--- src/rtl/controle_multiciclo.sv ---
// controle_multiciclo: multicycle RV64I control FSM sequencing fetch/decode/execute with halt and retire counting
module controle_multiciclo #(
  parameter int MEM_WAIT = 1
) (
  input  logic        clk,
  input  logic        rst,
  input  logic [31:0] INSTR,
  input  logic        AluZero,
  output logic        PCwrite,
  output logic        PCWriteCond,
  output logic        MemRead,
  output logic        LoadIR,
  output logic        SelMux2,
  output logic [1:0]  SelMux4,
  output logic        SelMuxPC,
  output logic        SelMuxMem,
  output logic [2:0]  AluOperation,
  output logic        RegWrite,
  output logic        loadRegA,
  output logic        loadRegB,
  output logic        loadRegAluOut,
  output logic        loadRegMemData,
  output logic        MemData_Read,
  output logic        exitState,
  output logic        illegal_instr,
  output logic [31:0] instr_count
);
  typedef enum logic [3:0] {
    RST_ST, FETCH, IR_LOAD, DECODE, EXEC_R, EXEC_I, LD_ADDR,
    LD_CAP, LD_WB, SD_WR, BRANCH, NEXT_PC, HALT
  } state_t;
  localparam int WW = MEM_WAIT > 1 ? $clog2(MEM_WAIT) : 1;
  localparam logic [WW-1:0] WLAST = WW'(MEM_WAIT - 1);
  state_t state_q, state_d, dec_st;
  logic [WW-1:0] wcnt_q, wcnt_d;
  logic [31:0] cnt_q, cnt_d;
  logic illegal_q, illegal_d;
  logic [6:0] op, f7;
  logic [2:0] f3;
  logic wait_done, taken, is_break, retire;
  logic unused_bits;
  assign op = INSTR[6:0];
  assign f3 = INSTR[14:12];
  assign f7 = INSTR[31:25];
  assign unused_bits = ^{INSTR[24:15], INSTR[11:7]};
  assign wait_done = wcnt_q == WLAST;
  assign is_break = op == 7'b1110011;
  // beq is the only branch encoding with opcode 1100011; everything else reaching BRANCH is bne
  assign taken = (op == 7'b1100011) ? AluZero : !AluZero;
  assign retire = state_q == NEXT_PC || (state_q == BRANCH && taken);
  assign dec_st = (op == 7'b0110011 && f3 == 3'b000 && (f7 == 7'b0000000 || f7 == 7'b0100000)) ? EXEC_R :
                  (op == 7'b0010011 && f3 == 3'b000) ? EXEC_I :
                  (op == 7'b0000011 && f3 == 3'b011) ? LD_ADDR :
                  (op == 7'b0100011 && f3 == 3'b111) ? SD_WR :
                  (op == 7'b1100011 && f3 == 3'b000) ? BRANCH :
                  (op == 7'b1100111 && f3 == 3'b001) ? BRANCH : HALT;
  always_ff @(posedge clk) begin
    if (rst) begin
      state_q   <= RST_ST;
      wcnt_q    <= '0;
      cnt_q     <= '0;
      illegal_q <= 1'b0;
    end else begin
      state_q   <= state_d;
      wcnt_q    <= wcnt_d;
      cnt_q     <= cnt_d;
      illegal_q <= illegal_d;
    end
  end
  always_comb begin
    case (state_q)
      RST_ST:  state_d = FETCH;
      FETCH:   state_d = wait_done ? IR_LOAD : FETCH;
      IR_LOAD: state_d = DECODE;
      DECODE:  state_d = dec_st;
      EXEC_R:  state_d = NEXT_PC;
      EXEC_I:  state_d = NEXT_PC;
      LD_ADDR: state_d = wait_done ? LD_CAP : LD_ADDR;
      LD_CAP:  state_d = LD_WB;
      LD_WB:   state_d = NEXT_PC;
      SD_WR:   state_d = NEXT_PC;
      BRANCH:  state_d = taken ? FETCH : NEXT_PC;
      NEXT_PC: state_d = FETCH;
      default: state_d = HALT;
    endcase
    wcnt_d    = (state_d != state_q) ? '0 : wcnt_q + WW'(1);
    cnt_d     = cnt_q + (retire ? 32'd1 : 32'd0);
    illegal_d = (state_q == DECODE) ? (dec_st == HALT && !is_break) : illegal_q;
  end
  always_comb begin
    PCwrite        = 1'b0;
    PCWriteCond    = 1'b0;
    MemRead        = 1'b0;
    LoadIR         = 1'b0;
    SelMux2        = 1'b0;
    SelMux4        = 2'b00;
    SelMuxPC       = 1'b0;
    SelMuxMem      = 1'b0;
    AluOperation   = 3'b000;
    RegWrite       = 1'b0;
    loadRegA       = 1'b0;
    loadRegB       = 1'b0;
    loadRegAluOut  = 1'b0;
    loadRegMemData = 1'b0;
    MemData_Read   = 1'b0;
    exitState      = 1'b0;
    illegal_instr  = 1'b0;
    instr_count    = cnt_q;
    case (state_q)
      FETCH:   MemRead = 1'b1;
      IR_LOAD: begin
        MemRead = 1'b1;
        LoadIR  = 1'b1;
      end
      DECODE: begin
        loadRegA      = 1'b1;
        loadRegB      = 1'b1;
        SelMux4       = 2'b11;
        AluOperation  = 3'b001;
        loadRegAluOut = 1'b1;
      end
      EXEC_R: begin
        SelMux2      = 1'b1;
        AluOperation = (f7 == 7'b0100000) ? 3'b010 : 3'b001;
        RegWrite     = 1'b1;
      end
      EXEC_I: begin
        SelMux2      = 1'b1;
        SelMux4      = 2'b10;
        AluOperation = 3'b001;
        RegWrite     = 1'b1;
      end
      LD_ADDR, LD_CAP: begin
        SelMux2        = 1'b1;
        SelMux4        = 2'b10;
        AluOperation   = 3'b001;
        loadRegMemData = state_q == LD_CAP;
      end
      LD_WB: begin
        RegWrite  = 1'b1;
        SelMuxMem = 1'b1;
      end
      SD_WR: begin
        SelMux2      = 1'b1;
        SelMux4      = 2'b10;
        AluOperation = 3'b001;
        MemData_Read = 1'b1;
      end
      BRANCH: begin
        SelMux2      = 1'b1;
        AluOperation = 3'b010;
        PCWriteCond  = 1'b1;
        PCwrite      = taken;
        SelMuxPC     = taken;
      end
      NEXT_PC: begin
        SelMux4      = 2'b01;
        AluOperation = 3'b001;
        PCwrite      = 1'b1;
      end
      HALT: begin
        exitState     = 1'b1;
        illegal_instr = illegal_q;
      end
      default: ;
    endcase
  end
endmodule

--- config.mk ---
export PLATFORM = sky130hd
export DESIGN_NAME = controle_multiciclo
export DESIGN_NICKNAME = d
export VERILOG_FILES = /design/src/rtl/controle_multiciclo.sv
export SDC_FILE = /design/constraint.sdc
export NUM_CORES = 1
export LEC_CHECK = 0
export CORE_UTILIZATION = 43
export DETAILED_ROUTE_END_ITERATION = 10
export PLACE_DENSITY_LB_ADDON = 0.15
export SYNTH_ARGS = -nofsm -noshare
export SYNTH_HDL_FRONTEND = slang
export SYNTH_SLANG_ARGS = --single-unit
--- constraint.sdc ---
create_clock -name clk -period 4 [get_ports clk]
set_input_delay 0.8 -clock clk [delete_from_list [all_inputs] [get_ports clk]]
set_output_delay 0.8 -clock clk [all_outputs]
set_load 0.01 [all_outputs]
==> impl_metrics.json <==
{
  "syn_inst": 284,
  "tns_ns": 0,
  "grt_usage_pct": 20.3,
  "grt.overflow.total": 0,
  "powerDensity_nw_per_um2": 363,
  "hp-class": "register to register",
  "nets": 387,
  "critPathMaxStageDelay_ns": 0.61,
  "viasPerCell": 5.33,
  "ff2ff_path_depth": 9,
  "syn-num-nets": 321,
  "cts_tree": "done",
  "antenna_found_initial": 0,
  "drtIter0Drc": 97,
  "holdPathStages": 2,
  "postRouteAntennaNets": 0,
  "wl_per_cell_um": 12.4,
  "cp_cell_sequence": "clkdlybuf4s50_1 > nor4bb_1 > and2_1 > xor2_1 > o22ai_1 > ha_1 > ha_1 > nand3_1 > or4_1 > or4_1 > nand2_1",
  "r2r_end": "instr_count[28]$_SDFF_PP0_",
  "cts_made_buffers": 5,
  "vias": 2228,
  "finalSetupViolCount": 0,
  "holdWs_ns": 0.494,
  "fmax_mhz": 281,
  "hold_violations": 0,
  "start_util_pct": 45.3,
  "hpwlAfterDp_mm": 3.78,
  "rrSetupSlack_ns": 0.79,
  "core_area_um2": 4790,
  "skew_ns": 0.00612,
  "clk_latency_ns": 0.28,
  "synth_edf_count": 0,
  "fillerInstances": 429,
  "clock-sinks": 38,
  "die_h_um": 73.0,
  "slew_viol_final": 0,
  "yosysMostFrequentCell": "dfxtp_1",
  "min_period_ns": 3.56,
  "vdd_ir_drop_max_mv": 0.303,
  "cts.path.max_buffers": 2,
  "cts_setup_buffers": 0,
  "slew_headroom_pct": 59.4,
  "diodes": 0,
  "yosys_warnings": 0,
  "rows": 25,
  "regArea_um2": 761,
  "status": "completed",
  "grt_max_degree": 27,
  "yosys.area.top_type_share_pct": 35.1,
  "dieArea_um2": 5330,
  "multi_input_area_um2": 1290,
  "h-tree-depth": 2,
  "firstDrtPassIters": 4,
  "ys_types": 46,
  "routabilityCongestion": 0.866,
  "drive_gt1_share_pct": 4.27,
  "timing.final.ws_setup_ns": 0.440,
  "wl_mm": 5.19,
  "hp-start": "instr_count[31]$_SDFF_PP0_",
  "crit_path_top_delay_cell": "or4_1",
  "maxCapViolCount": 0,
  "cts_resized": 0,
  "syn2layout_area_growth_pct": 39.6,
  "reg2reg_from": "state_q[1]$_SDFF_PP0_",
  "startpoint_type": "input port",
  "power.total_w": 0.00110,
  "critPathArrivalTime_ns": 3.79,
  "synth-seq-area-share_pct": 35.1,
  "whs_endpoint": "instr_count[31]$_SDFF_PP0_",
  "fp.dieW_um": 73.0,
  "dp_worst_setup_slack_ns": 0.159,
  "first_global_vias": 1948,
  "critPathCaptureType": "register",
  "async_reset_ff_share_pct": 0,
  "rsz0062_at_grt": "false",
  "synth_top_area_cell": "dfxtp_1",
  "grt_pass1_wl_mm": 8.53,
  "power_leakage_nw": 1.01,
  "boundaryPins": 87,
  "crit_fanout": 7,
  "drc": 0,
  "fin_crit_sh_pct": 89.0,
  "hold_buffers": 0,
  "synth_area_um2": 2170,
  "worst-slew-pin-transition_ns": 0.607,
  "synth_ff_type": "dfxtp_1",
  "port_buffers": 70,
  "final_core_util_pct": 63.2,
  "cp.required_ns": 4.23,
  "synth-seq-cells": 38,
  "ys_top_cells_by_count": "38 x dfxtp_1, 31 x nor2_1, 24 x nand2_1",
  "synth_top_cells_by_area": "dfxtp_1 35%, xnor2_1 6.9%, nor2_1 5.4%",
  "clk_pin_slew_worst_paths_ns": 0.07,
  "cts_root_buf": "clkbuf_8",
  "crit_type": "input port to register",
  "avgSynthCellArea_um2": 7.63
}
[worst max path at each step]
stage / startpoint / endpoint / slack, ns / depth (start not counted)
6_report: INSTR[0] / instr_count[28]$_SDFF_PP0_ / 0.44 / 11
5_1_grt: INSTR[0] / instr_count[26]$_SDFF_PP0_ / 0.22 / 11
4_1_cts: INSTR[2] / PCwrite / 0.44 / 7
3_5_place_dp: INSTR[2] / instr_count[28]$_SDFF_PP0_ / 0.16 / 11
3_3_place_gp: INSTR[2] / instr_count[28]$_SDFF_PP0_ / 0.21 / 11
2_1_floorplan: INSTR[3] / instr_count[26]$_SDFF_PP0_ / 0.77 / 11
[state kept, by name, indices dropped and copies added, names as in the netlist]
| register | flops |
|---|---|
| wcnt_q | 1 |
| state_q | 4 |
| instr_count | 32 |
| illegal_q | 1 |
[report_power, final]
part / leakage, nW / switching (W) / internal [W]
Sequential: 0.307 / 0.0000463 / 0.000398
Combinational: 0.651 / 0.000163 / 0.000179
Clock: 0.0524 / 0.000125 / 0.000186
Total: 1.01 / 0.000334 / 0.000763
[worst max-delay path: cells and delay by family]
| family | cells | cell delay, ns |
|---|---|---|
| fa+ha+maj | 2 | 0.49 |
| compound gates | 1 | 0.14 |
| simple gates | 6 | 1.80 |
| buf+inv | 1 | 0.46 |
| xor+xnor | 1 | 0.09 |
[layer usage]
metal	global-route usage (%)	wire, um	vias up
met4	6.75	74	0
met3	5.11	210	8
met5	0	0	-
li1	-	-	1140
met2	32.7	2350	58
met1	26.3	2560	1022
[cell type report]
class,instances,area share [%]
Clock buffer,7,2.52
Clock inverter,1,0.992
Inverter,10,1.24
Multi-Input combinational cell,219,42.7
Sequential cell,38,25.1
Tap cell,67,2.77
Timing Repair Buffer,76,24.6
[cell families after synthesis]
kind of cell | share of synthesized area, %
buf+inv | 5.31
other cells | 0.173
fa+ha+maj | 1.15
flops | 35.1
xor+xnor | 8.48
simple gates | 34.9
compound gates | 14.9
[cells in the final DEF, fill, tap and decap left out, types with 2 or more instances in the layout]
| cell | Yosys | final |
|---|---|---|
| ha_1 | 2 | 2 |
| nand2b_1 | 8 | 8 |
| nor2b_1 | 6 | 6 |
| inv_1 | 10 | 10 |
| nand3_1 | 14 | 14 |
| and2_1 | 3 | 3 |
| or4_1 | 7 | 7 |
| xnor2_1 | 17 | 17 |
| nor3_1 | 10 | 10 |
| nand2_1 | 24 | 24 |
| xor2_1 | 4 | 4 |
| and4_1 | 2 | 2 |
| a21oi_1 | 16 | 16 |
| or3_1 | 11 | 11 |
| dfxtp_1 | 38 | 38 |
| buf_4 | 3 | 6 |
| clkbuf_1 | 12 | 2 |
| and3b_1 | 2 | 2 |
| o22ai_1 | 5 | 5 |
| nand4b_1 | 2 | 2 |
| nor2_1 | 31 | 31 |
| and3_1 | 4 | 4 |
| clkdlybuf4s50_1 | 0 | 70 |
| nor4_1 | 9 | 9 |
| clkbuf_8 | 0 | 5 |
| o21ai_0 | 17 | 17 |
| nand4_1 | 5 | 5 |
[per-stage QoR]
step | instances | instance area (um2)
2_1_floorplan | 284 | 2170
3_3_place_gp | 410 | 2920
3_5_place_dp | 410 | 2920
4_1_cts | 418 | 3030
5_1_grt | 418 | 3030
6_report | 418 | 3030
Note: power is estimated with default switching activity, not from simulation.
